### src/rtl/mips_mem_arbiter_pkg.sv
// Shared types for the MIPS memory arbiter: FSM state encoding, grant
// identifiers and a small address helper.
package mips_mem_arbiter_pkg;

  typedef enum logic [1:0] {
    ARB_IDLE = 2'd0,
    ARB_I    = 2'd1,
    ARB_D    = 2'd2
  } arb_state_t;

  typedef enum logic {
    GRANT_I = 1'b0,
    GRANT_D = 1'b1
  } grant_t;

  // Bus transfers are whole words; the two low address bits must be zero.
  function automatic logic is_word_aligned(input logic [1:0] lsb);
    return (lsb == 2'b00);
  endfunction

endpackage

### src/rtl/mips_mem_arb_select.sv
// Combinational grant selection between the fetch (I) and load/store (D)
// requesters.
// Optional feature macro: MEM_ARB_ROUND_ROBIN_EN. When defined, a tie goes
// to the port that did not win last time; otherwise D always beats I.
module mips_mem_arb_select
  import mips_mem_arbiter_pkg::*;
(
  input  logic   i_elig_i,
  input  logic   d_elig_i,
  input  grant_t last_grant_i,
  output logic   grant_valid_o,
  output grant_t grant_o
);

`ifndef MEM_ARB_ROUND_ROBIN_EN
  // Fixed priority ignores the grant history; keep it visibly consumed.
  logic unused_last_grant;
  assign unused_last_grant = last_grant_i;
`endif

  // Pick a winner among the eligible ports; the tie rule is build-dependent.
  always_comb begin
    grant_valid_o = i_elig_i | d_elig_i;
    grant_o       = GRANT_I;
    if (i_elig_i && d_elig_i) begin
`ifdef MEM_ARB_ROUND_ROBIN_EN
      grant_o = (last_grant_i == GRANT_I) ? GRANT_D : GRANT_I;
`else
      grant_o = GRANT_D;
`endif
    end else if (d_elig_i) begin
      grant_o = GRANT_D;
    end
  end

endmodule

### src/rtl/mips_mem_arbiter.sv
// Shares the core's single Avalon-MM master between instruction fetch (I,
// read-only) and load/store (D). All bus outputs are registered and held
// across waitrequest; read data is captured into per-port registers.
// Optional feature macro: MEM_ARB_ROUND_ROBIN_EN (round-robin tie break,
// implemented in mips_mem_arb_select).
module mips_mem_arbiter
  import mips_mem_arbiter_pkg::*;
#(
  parameter int AW = 32,
  parameter int DW = 32
) (
  input  logic            clk,
  input  logic            reset,
  // instruction-fetch port
  input  logic            i_req,
  input  logic [AW-1:0]   i_addr,
  output logic            i_done,
  output logic [DW-1:0]   i_rdata,
  // load/store port
  input  logic            d_req,
  input  logic            d_we,
  input  logic [AW-1:0]   d_addr,
  input  logic [DW-1:0]   d_wdata,
  input  logic [DW/8-1:0] d_be,
  output logic            d_done,
  output logic [DW-1:0]   d_rdata,
  output logic            busy,
  // Avalon-MM master
  output logic [AW-1:0]   address,
  output logic            read,
  output logic            write,
  output logic [DW-1:0]   writedata,
  output logic [DW/8-1:0] byteenable,
  input  logic            waitrequest,
  input  logic [DW-1:0]   readdata
);

  localparam int BW = DW / 8;

  arb_state_t    state_q, state_d;
  grant_t        last_grant_q, last_grant_d;
  logic [AW-1:0] address_q, address_d;
  logic          read_q, read_d;
  logic          write_q, write_d;
  logic [DW-1:0] writedata_q, writedata_d;
  logic [BW-1:0] byteenable_q, byteenable_d;
  logic          i_done_q, i_done_d;
  logic          d_done_q, d_done_d;
  logic [DW-1:0] i_rdata_q, i_rdata_d;
  logic [DW-1:0] d_rdata_q, d_rdata_d;

  logic   i_elig, d_elig;
  logic   grant_valid;
  grant_t grant;

  // A port whose done is pulsing right now is still holding its old request;
  // masking it stops the same access from being issued twice.
  assign i_elig = i_req & ~i_done_q;
  assign d_elig = d_req & ~d_done_q;

  mips_mem_arb_select u_select (
    .i_elig_i      (i_elig),
    .d_elig_i      (d_elig),
    .last_grant_i  (last_grant_q),
    .grant_valid_o (grant_valid),
    .grant_o       (grant)
  );

  // State register.
  always_ff @(posedge clk or posedge reset) begin
    if (reset) begin
      state_q <= ARB_IDLE;
    end else begin
      state_q <= state_d;
    end
  end

  // Next state: launch from idle on a grant, return to idle when the slave
  // stops stalling.
  always_comb begin
    state_d = state_q;
    case (state_q)
      ARB_IDLE: begin
        if (grant_valid) begin
          state_d = (grant == GRANT_D) ? ARB_D : ARB_I;
        end
      end
      ARB_I, ARB_D: begin
        if (!waitrequest) begin
          state_d = ARB_IDLE;
        end
      end
      default: state_d = ARB_IDLE;
    endcase
  end

  // Next values of the registered outputs; everything holds unless this
  // cycle launches or completes a transfer.
  always_comb begin
    address_d    = address_q;
    read_d       = read_q;
    write_d      = write_q;
    writedata_d  = writedata_q;
    byteenable_d = byteenable_q;
    i_rdata_d    = i_rdata_q;
    d_rdata_d    = d_rdata_q;
    i_done_d     = 1'b0;
    d_done_d     = 1'b0;
    last_grant_d = last_grant_q;
    case (state_q)
      ARB_IDLE: begin
        if (grant_valid) begin
          last_grant_d = grant;
          if (grant == GRANT_D) begin
            address_d    = d_addr;
            read_d       = ~d_we;
            write_d      = d_we;
            writedata_d  = d_wdata;
            byteenable_d = d_be;
          end else begin
            address_d    = i_addr;
            read_d       = 1'b1;
            write_d      = 1'b0;
            byteenable_d = '1;
          end
        end
      end
      ARB_I: begin
        if (!waitrequest) begin
          read_d    = 1'b0;
          i_rdata_d = readdata;
          i_done_d  = 1'b1;
        end
      end
      ARB_D: begin
        if (!waitrequest) begin
          // Writes leave the last read word untouched.
          if (read_q) begin
            d_rdata_d = readdata;
          end
          read_d   = 1'b0;
          write_d  = 1'b0;
          d_done_d = 1'b1;
        end
      end
      default: ;
    endcase
  end

  // Output registers; reset drops the bus immediately and clears all data.
  always_ff @(posedge clk or posedge reset) begin
    if (reset) begin
      address_q    <= '0;
      read_q       <= 1'b0;
      write_q      <= 1'b0;
      writedata_q  <= '0;
      byteenable_q <= '0;
      i_rdata_q    <= '0;
      d_rdata_q    <= '0;
      i_done_q     <= 1'b0;
      d_done_q     <= 1'b0;
      last_grant_q <= GRANT_I;
    end else begin
      address_q    <= address_d;
      read_q       <= read_d;
      write_q      <= write_d;
      writedata_q  <= writedata_d;
      byteenable_q <= byteenable_d;
      i_rdata_q    <= i_rdata_d;
      d_rdata_q    <= d_rdata_d;
      i_done_q     <= i_done_d;
      d_done_q     <= d_done_d;
      last_grant_q <= last_grant_d;
    end
  end

  assign address    = address_q;
  assign read       = read_q;
  assign write      = write_q;
  assign writedata  = writedata_q;
  assign byteenable = byteenable_q;
  assign i_done     = i_done_q;
  assign d_done     = d_done_q;
  assign i_rdata    = i_rdata_q;
  assign d_rdata    = d_rdata_q;
  assign busy       = (state_q != ARB_IDLE);

`ifndef SYNTHESIS
  a_no_rw_overlap: assert property (@(posedge clk) disable iff (reset)
    !(read_q && write_q));
  a_word_aligned: assert property (@(posedge clk) disable iff (reset)
    (state_q != ARB_IDLE) |-> is_word_aligned(address_q[1:0]));
  a_i_req_held: assert property (@(posedge clk) disable iff (reset)
    (state_q == ARB_I) |-> i_req);
  a_d_req_held: assert property (@(posedge clk) disable iff (reset)
    (state_q == ARB_D) |-> d_req);
`endif

endmodule
### config.mk
export PLATFORM = sky130hd
export DESIGN_NAME = mips_mem_arbiter
export DESIGN_NICKNAME = d
export VERILOG_FILES = /design/src/rtl/mips_mem_arbiter_pkg.sv /design/src/rtl/mips_mem_arb_select.sv /design/src/rtl/mips_mem_arbiter.sv
export SDC_FILE = /design/constraint.sdc
export NUM_CORES = 1
export LEC_CHECK = 0
export BUFFER_PORTS_ARGS = -buffer_cell sky130_fd_sc_hd__buf_4
export CAP_MARGIN = 20
export CORE_ASPECT_RATIO = 0.8
export CORE_MARGIN = 5
export CORE_UTILIZATION = 47
export CTS_CLUSTER_DIAMETER = 60
export CTS_CLUSTER_SIZE = 16
export DETAILED_ROUTE_END_ITERATION = 16
export GPL_ROUTABILITY_DRIVEN = 0
export HOLD_SLACK_MARGIN = 0.08
export PLACE_DENSITY = 0.88
export SKIP_CTS_REPAIR_TIMING = 1
export SLEW_MARGIN = 20
export SYNTH_ARGS = -nofsm -noshare
export SYNTH_HDL_FRONTEND = slang
export SYNTH_HIERARCHICAL = 1
export SYNTH_SLANG_ARGS = --single-unit
### constraint.sdc
create_clock -name clk -period 4.6 [get_ports clk]
set_input_delay 0.23 -clock clk [delete_from_list [all_inputs] [get_ports clk]]
set_output_delay 0.23 -clock clk [all_outputs]
set_load 0.03 [all_outputs]
==> insert_results.sql, run 1 <==
INSERT INTO impl_metrics (metric_group, metric, value, unit) VALUES
('setup_path', 'timing.critical_path.from', 'd_done', ''),
('clocking', 'path_clk_slew', '0.06', 'ns'),
('routing', 'drt.antenna.violating_nets', '0', ''),
('sta', 'timing.setup.tns', '0', 'ns'),
('setup_path', 'timing.critical_path.max_delay_family', 'simple AND/OR/NAND/NOR gates', ''),
('grt', 'total_gr_overflow', '0', ''),
('synth', 'postSynthNetCount', '544', ''),
('setup_path', 'worst-path-max-fanout', '41', ''),
('grt', 'grt_pass1_vias', '4669', ''),
('sta', 'final.period_utilization', '56.8', '%'),
('setup_path', 'worstPathRequired', '4.89', 'ns'),
('min_path', 'hold_path.class', 'input port to flop', ''),
('synth', 'mappedNetlistArea', '6030', 'sq um'),
('floorplanning', 'die_width', '137', 'um'),
('routing', 'drt_drc_violations_left', '0', ''),
('sta', 'max_clock_freq', '382', 'MHz'),
('placed_design', 'detailed_place_hpwl', '11.8', 'mm'),
('synth', 'yosys_warnings', '6', ''),
('setup_path', 'setup.worst_path.end', 'writedata[21]', ''),
('setup_path', 'timing.critical_path.to_type', 'flop', ''),
('floorplanning', 'core-area', '12700', 'sq um'),
('sta', 'timing.final.setup_violations', '0', ''),
('setup_path', 'worst-path-stages', '5', ''),
('grt', 'grt_max_degree', '81', ''),
('clocking', 'cts.htree.levels', '4', ''),
('placed_design', 'pre_cts_slack', '1.99', 'ns'),
('pwr', 'p_per_area', '811', 'nW/um^2'),
('finish', 'layout.nets', '882', ''),
('clocking', 'latest_clock_arrival_within_the_worst_skew_pair', '0.41', 'ns'),
('setup_path', 'worst_ep_arrival_time', '2.90', 'ns'),
('status', 'status', 'complete, no violations', ''),
('setup_path', 'critPathBufInv', '1', ''),
('routing', 'postRouteWirelength', '18.8', 'mm'),
('floorplanning', 'die-area', '15200', 'sq um'),
('sta', 'worst_slew_margin_rel', '40.5', '%'),
('floorplanning', 'initial_core_util', '47.3', '%'),
('clocking', 'ctsRootBufferMaster', 'clkbuf_16', ''),
('clocking', 'cts-buffers-inserted', '17', ''),
('setup_path', 'worst_path_max_delay_cell', 'nand3_4', ''),
('floorplanning', 'row_count', '37', ''),
('finish', 'post_route_cells_drive_above_1_share', '58.8', '%'),
('setup_path', 'regToRegEndpoint', 'writedata[21]', ''),
('synth', 'syn_avg_cell_area', '15.0', 'sq um'),
('routing', 'first_iter_violations', '153', ''),
('pwr', 'power.ir.vdd_worst', '0.404', 'mV'),
('routing', 'routed_wire_length_per_instance', '20.2', 'um'),
('setup_path', 'cells_along_the_critical_path', 'nor2b_4, buf_4, or2_1, nand3_4, mux2_4', ''),
('routing', 'detail_route.first_pass.iterations', '4', ''),
('setup_path', 'crit-reg2reg-launch', 'd_done', ''),
('grt', 'grt_use_total', '21.2', '%'),
('setup_path', 'critical_path_launch_point_type', 'flop', ''),
('placed_design', 'numPortBuffers', '274', ''),
('clocking', 'ctsLongestPathBuffers', '2', ''),
('sta', 'timing_hold_violations_final', '0', ''),
('setup_path', 'type_of_the_setup_path_with_the_least_slack', 'flop to flop', ''),
('sta', 'finalWorstSetupSlack', '1.99', 'ns'),
('finish', 'antenna-diode-count', '0', ''),
('finish', 'flow.area_growth_from_synthesis', '56.8', '%'),
('floorplanning', 'chipHeight', '111', 'um'),
('grt', 'initial_antenna_violation_count', '0', ''),
('routing', 'avgViaCountPerCell', '4.93', ''),
('pwr', 'p_leak', '4.69', 'nW'),
('setup_path', 'slowest_cell_delay_on_critical_path', '0.54', 'ns'),
('sta', 'slew_viol_final', '0', ''),
('floorplanning', 'top_level_ports', '275', ''),
('grt', 'grt_pass1_wl', '25.0', 'mm'),
('clocking', 'cts_tree', 'yes', ''),
('sta', 'worstMarginPinSlew', '0.893', 'ns'),
('clocking', 'clock_sink_count', '138', ''),
('sta', 'period_minus_slack', '2.61', 'ns'),
('min_path', 'hold_path_depth', '3', ''),
('sta', 'clock_skew', '0.0119', 'ns'),
('setup_path', 'r2r.worst_path.cells', '5', ''),
('synth', 'synthCells', '401', ''),
('setup_path', 'timing.reg2reg.setup_slack', '1.99', 'ns'),
('routing', 'detailroute.via_count', '4572', ''),
('sta', 'grt_setup_unrepaired', 'false', ''),
('job', 'drv.max_cap_violation_count', '0', '');
-- worst min path at each step --
stage / from / endpoint / slack, ns
after CTS: reset / writedata[24] / -0.02
final: d_be[3] / byteenable[3] / 0.08
after global placement: reset / writedata[27] / 0.41
after detailed placement: reset / writedata[27] / 0.41
after floorplan: waitrequest / d_done / 0.30
after global routing: d_be[3] / byteenable[3] / 0.09
-- stage by stage --
step                      instances  util (%)  hold WS [ns]  power (mW)  area, sq um
final                           927      74.3        0.0831        7.66         9450
after global routing            927      74.3        0.0889        7.99         9450
after CTS                       861      69.1       -0.0238        7.57         8790
after detailed placement        829      63.9         0.412        6.02         8130
after global placement          829      63.9         0.408        5.88         8130
after floorplan                 401         -         0.296        4.71         6030
-- power breakdown --
part           internal, mW  total, mW  switching [mW]
Sequential             1.83       2.26           0.429
Clock                  1.01       1.52           0.512
Combinational          1.66       3.89            2.23
Total                  4.49       7.66            3.17
-- cell type report --
class,count,area [sq um]
Sequential cell,138,3450
Fill cell,757,3280
Timing Repair Buffer,343,2750
Multi-Input combinational cell,230,2330
Clock buffer,22,474
Tap cell,175,219
Clock inverter,10,186
Inverter,9,36.3
-- flip-flops by register name, indices dropped and copies added (netlist names) --
signal	cells
state_q	2
read	1
writedata	32
i_done	1
write	1
i_rdata	32
address	32
d_done	1
byteenable	4
d_rdata	32
-- metal layers --
metal	part of all wire (%)	GRT usage, %	vias to the layer above
met4	2.2	9.40	0
met5	0	0	-
met3	8.5	7.08	34
met1	36	24.4	2255
li1	-	-	2059
met2	53	35.8	224
-- layout by cell type, fill, tap and decap left out, types with 8 or more instances in the layout --
master	instances
mux2i_1	33
mux2_4	58
dfrtp_1	138
inv_1	8
clkbuf_16	17
nor2_1	36
mux2_2	37
dlygate4sd3_1	66
buf_4	276
a21oi_2	30
-- worst min-delay path: stages --
cell,delay [ns]
buf_4,0.11
inv_1,0.04
a31oi_1,0.07
(Power assumes the default switching activity.)
==> run 2, diff against run 1 <==
--- a/config.mk
+++ b/config.mk
@@ -5,11 +5,12 @@
 export SDC_FILE = /design/constraint.sdc
 export NUM_CORES = 1
 export LEC_CHECK = 0
+export ABC_AREA = 1
 export BUFFER_PORTS_ARGS = -buffer_cell sky130_fd_sc_hd__buf_4
 export CAP_MARGIN = 20
 export CORE_ASPECT_RATIO = 0.8
 export CORE_MARGIN = 5
-export CORE_UTILIZATION = 47
+export CORE_UTILIZATION = 46
 export CTS_CLUSTER_DIAMETER = 60
 export CTS_CLUSTER_SIZE = 16
 export DETAILED_ROUTE_END_ITERATION = 16
==> constraint.sdc (replaced) <==
create_clock -name clk -period 2.6 [get_ports clk]
set_input_delay 0.13 -clock clk [delete_from_list [all_inputs] [get_ports clk]]
set_output_delay 0.13 -clock clk [all_outputs]
set_load 0.03 [all_outputs]
==> run 2 against run 1 <==
Compared with the run above:
- combinational power rose by 73%
- critical path depth grew 3
- synthesized area decreased by 7.2%
- total power grew 73%
- via count is 38% higher
- cell count grew 28%
- clock-buffer cell count fell by 3
- synthesized cell count up 56%
- sequential share of layout area decreased by 1.0 points
- clock skew down 0.0015 ns
- die area shrank 4.8%
- critical endpoint is now address[18]
- largest cell class unchanged
- largest power group unchanged
==> insert_results.sql, run 2 <==
INSERT INTO impl_metrics (metric_group, metric, value, unit) VALUES
('setup_path', 'timing.critical_path.max_delay_family', 'buffers and inverters', ''),
('job', 'drv.max_cap_violation_count', '0', ''),
('setup_path', 'worst-path-max-fanout', '24', ''),
('clocking', 'latest_clock_arrival_within_the_worst_skew_pair', '0.40', 'ns'),
('routing', 'first_iter_violations', '524', ''),
('clocking', 'ctsLongestPathBuffers', '2', ''),
('placed_design', 'pre_cts_slack', '0.838', 'ns'),
('setup_path', 'crit-reg2reg-launch', 'state_q[1]', ''),
('floorplanning', 'die-area', '14500', 'sq um'),
('pwr', 'switching_share', '44.1', '%'),
('grt', 'initial_antenna_violation_count', '0', ''),
('sta', 'timing_hold_violations_final', '0', ''),
('clocking', 'ctsRootBufferMaster', 'clkbuf_16', ''),
('routing', 'drt_drc_violations_left', '0', ''),
('routing', 'detailroute.via_count', '6290', ''),
('synth', 'syn_avg_cell_area', '8.96', 'sq um'),
('sta', 'slew_viol_final', '0', ''),
('setup_path', 'worst_ep_arrival_time', '2.78', 'ns'),
('grt', 'total_gr_overflow', '0', ''),
('floorplanning', 'die_width', '133', 'um'),
('sta', 'fin_hold_ws', '0.0249', 'ns'),
('sta', 'worst_slew_margin_rel', '27.1', '%'),
('setup_path', 'r2r.worst_path.cells', '8', ''),
('clocking', 'path_clk_slew', '0.06', 'ns'),
('floorplanning', 'top_level_ports', '275', ''),
('routing', 'drt.antenna.violating_nets', '0', ''),
('sta', 'period_minus_slack', '2.45', 'ns'),
('min_path', 'hold_path.startpoint', 'i_addr[6]', ''),
('placed_design', 'numPortBuffers', '274', ''),
('grt', 'grt_pass1_vias', '5113', ''),
('pwr', 'p_sw', '5.86', 'mW'),
('routing', 'detail_route.first_pass.iterations', '7', ''),
('sta', 'clock_skew', '0.0105', 'ns'),
('sta', 'final.period_utilization', '94.1', '%'),
('setup_path', 'critical_path_launch_point_type', 'flop', ''),
('pwr', 'pwr-share-clk', '20.2', '%'),
('clocking', 'cts-buffers-inserted', '17', ''),
('status', 'status', 'complete, no violations', ''),
('pwr', 'part_of_the_total_power_dissipated_in_sequential_elements', '29.1', '%'),
('floorplanning', 'initial_core_util', '46.5', '%'),
('sta', 'finalWorstSetupSlack', '0.153', 'ns'),
('pwr', 'power.ir.vdd_worst', '0.898', 'mV'),
('finish', 'flow.area_growth_from_synthesis', '73.8', '%'),
('floorplanning', 'row_count', '36', ''),
('clocking', 'clock_sink_count', '138', ''),
('pwr', 'p_per_area', '1370', 'nW/um^2'),
('pwr', 'p_leak', '5.07', 'nW'),
('finish', 'most_common_cell_after_layout_fill_and_taps_aside', 'buf_4', ''),
('setup_path', 'worst_path_max_delay_cell', 'dlygate4sd3_1', ''),
('sta', 'max_clock_freq', '409', 'MHz'),
('grt', 'grt_pass1_wl', '26.0', 'mm'),
('setup_path', 'timing.critical_path.to_type', 'flop', ''),
('routing', 'routed_wire_length_per_instance', '19.7', 'um'),
('setup_path', 'type_of_the_setup_path_with_the_least_slack', 'flop to flop', ''),
('pwr', 'post-layout-total-power', '13.3', 'mW'),
('clocking', 'cts.htree.levels', '4', ''),
('placed_design', 'detailed_place_hpwl', '12.0', 'mm'),
('setup_path', 'timing.critical_path.from', 'state_q[1]', ''),
('floorplanning', 'chipHeight', '109', 'um'),
('pwr', 'internal-power', '7.42', 'mW'),
('finish', 'layout_common_cells', 'buf_4 (280), nand2_1 (144), dfrtp_1 (138), dlygate4sd3_1 (132), o21ai_0 (98)', ''),
('setup_path', 'cells_along_the_critical_path', 'inv_1, ha_1, nand2_2, inv_2, buf_4, nor2_1, a21oi_1, dlygate4sd3_1', ''),
('finish', 'antenna-diode-count', '0', ''),
('pwr', 'combinationalPowerShare', '50.7', '%'),
('clocking', 'cts_tree', 'yes', ''),
('routing', 'avgViaCountPerCell', '5.30', ''),
('min_path', 'hold_path_depth', '3', ''),
('setup_path', 'worst-path-stages', '8', ''),
('setup_path', 'critPathBufInv', '4', ''),
('finish', 'nFillCells', '629', ''),
('synth', 'synthCells', '624', ''),
('finish', 'post_route_cells_drive_above_1_share', '30.8', '%'),
('synth', 'mappedNetlistArea', '5590', 'sq um'),
('grt', 'grt_max_degree', '139', ''),
('setup_path', 'slowest_cell_delay_on_critical_path', '0.59', 'ns'),
('sta', 'timing.setup.tns', '0', 'ns'),
('sta', 'worstMarginPinSlew', '1.09', 'ns'),
('grt', 'grt_use_total', '22.8', '%'),
('min_path', 'hold_path.class', 'input port to flop', ''),
('routing', 'postRouteWirelength', '23.4', 'mm'),
('finish', 'finished_core_util', '80.8', '%'),
('synth', 'postSynthNetCount', '767', ''),
('finish', 'layout.nets', '1165', ''),
('setup_path', 'worstPathRequired', '2.93', 'ns'),
('sta', 'grt_setup_unrepaired', 'false', ''),
('synth', 'yosys_warnings', '6', ''),
('floorplanning', 'core-area', '12000', 'sq um'),
('sta', 'timing.final.setup_violations', '0', '');
run 2: cell types whose count changed in the layout (fill, tap and decap cells not counted), sizes merged, moves of 33 or more:
cell         change
o21ai           +97
inv             +74
dlygate4sd3     +66
mux2i           -33
nand2          +144
mux2            -97
run 2: power by group through the flow:
stage	clock [mW]	combinational, mW	sequential, mW
after global placement	0	5.66	3.72
final	2.68	6.73	3.87
after detailed placement	0	5.81	3.75
after global routing	2.81	7.12	3.96
after CTS	2.70	5.84	3.75
after floorplan	0	1.57	5.65
run 2: routing by layer:
metal / up-vias / part of all wire (%) / GRT usage, %
li1: 2754 / - / -
met1: 2992 / 35 / 26.2
met2: 444 / 50 / 39.2
met3: 100 / 10 / 10.0
met4: 0 / 4.8 / 6.61
met5: - / 0 / 0
run 2: worst reg2reg max path: cells and delay by family (launching register included):
| kind | cells | cell delay [ns] |
|---|---|---|
| adders and majority gates | 1 | 0.27 |
| and+or+nand+nor | 2 | 0.18 |
| buffers and inverters | 4 | 1.37 |
| AOI/OAI and AO/OA | 1 | 0.17 |
| DFF | 1 | 0.40 |
run 2: area by class of cell:
type	count	area [sq um]	area share, %
Tap cell	152	190	1.96
Clock buffer	19	443	4.56
Clock inverter	13	215	2.21
Timing Repair Buffer	413	3440	35.4
Multi-Input combinational cell	369	1660	17.1
Inverter	83	315	3.24
Sequential cell	138	3450	35.5
run 2: path summary, 6_finish.rpt:
| check | to | slack, ns |
|---|---|---|
| worst max-delay path | address[18] | 0.15 |
| worst min-delay path | address[6] | 0.02 |
| worst max register to register | address[18] | 0.15 |
| worst min register to register | write | 0.49 |
| max in group asynchronous | writedata[15] | 1.53 |
| min in group asynchronous | d_rdata[29] | 0.51 |
run 2: per-stage QoR:
step | instances | instance area (sq um)
2_1_floorplan | 624 | 5590
3_3_place_gp | 1023 | 7740
3_5_place_dp | 1023 | 7740
4_1_cts | 1055 | 8400
5_1_grt | 1187 | 9720
6_report | 1187 | 9720
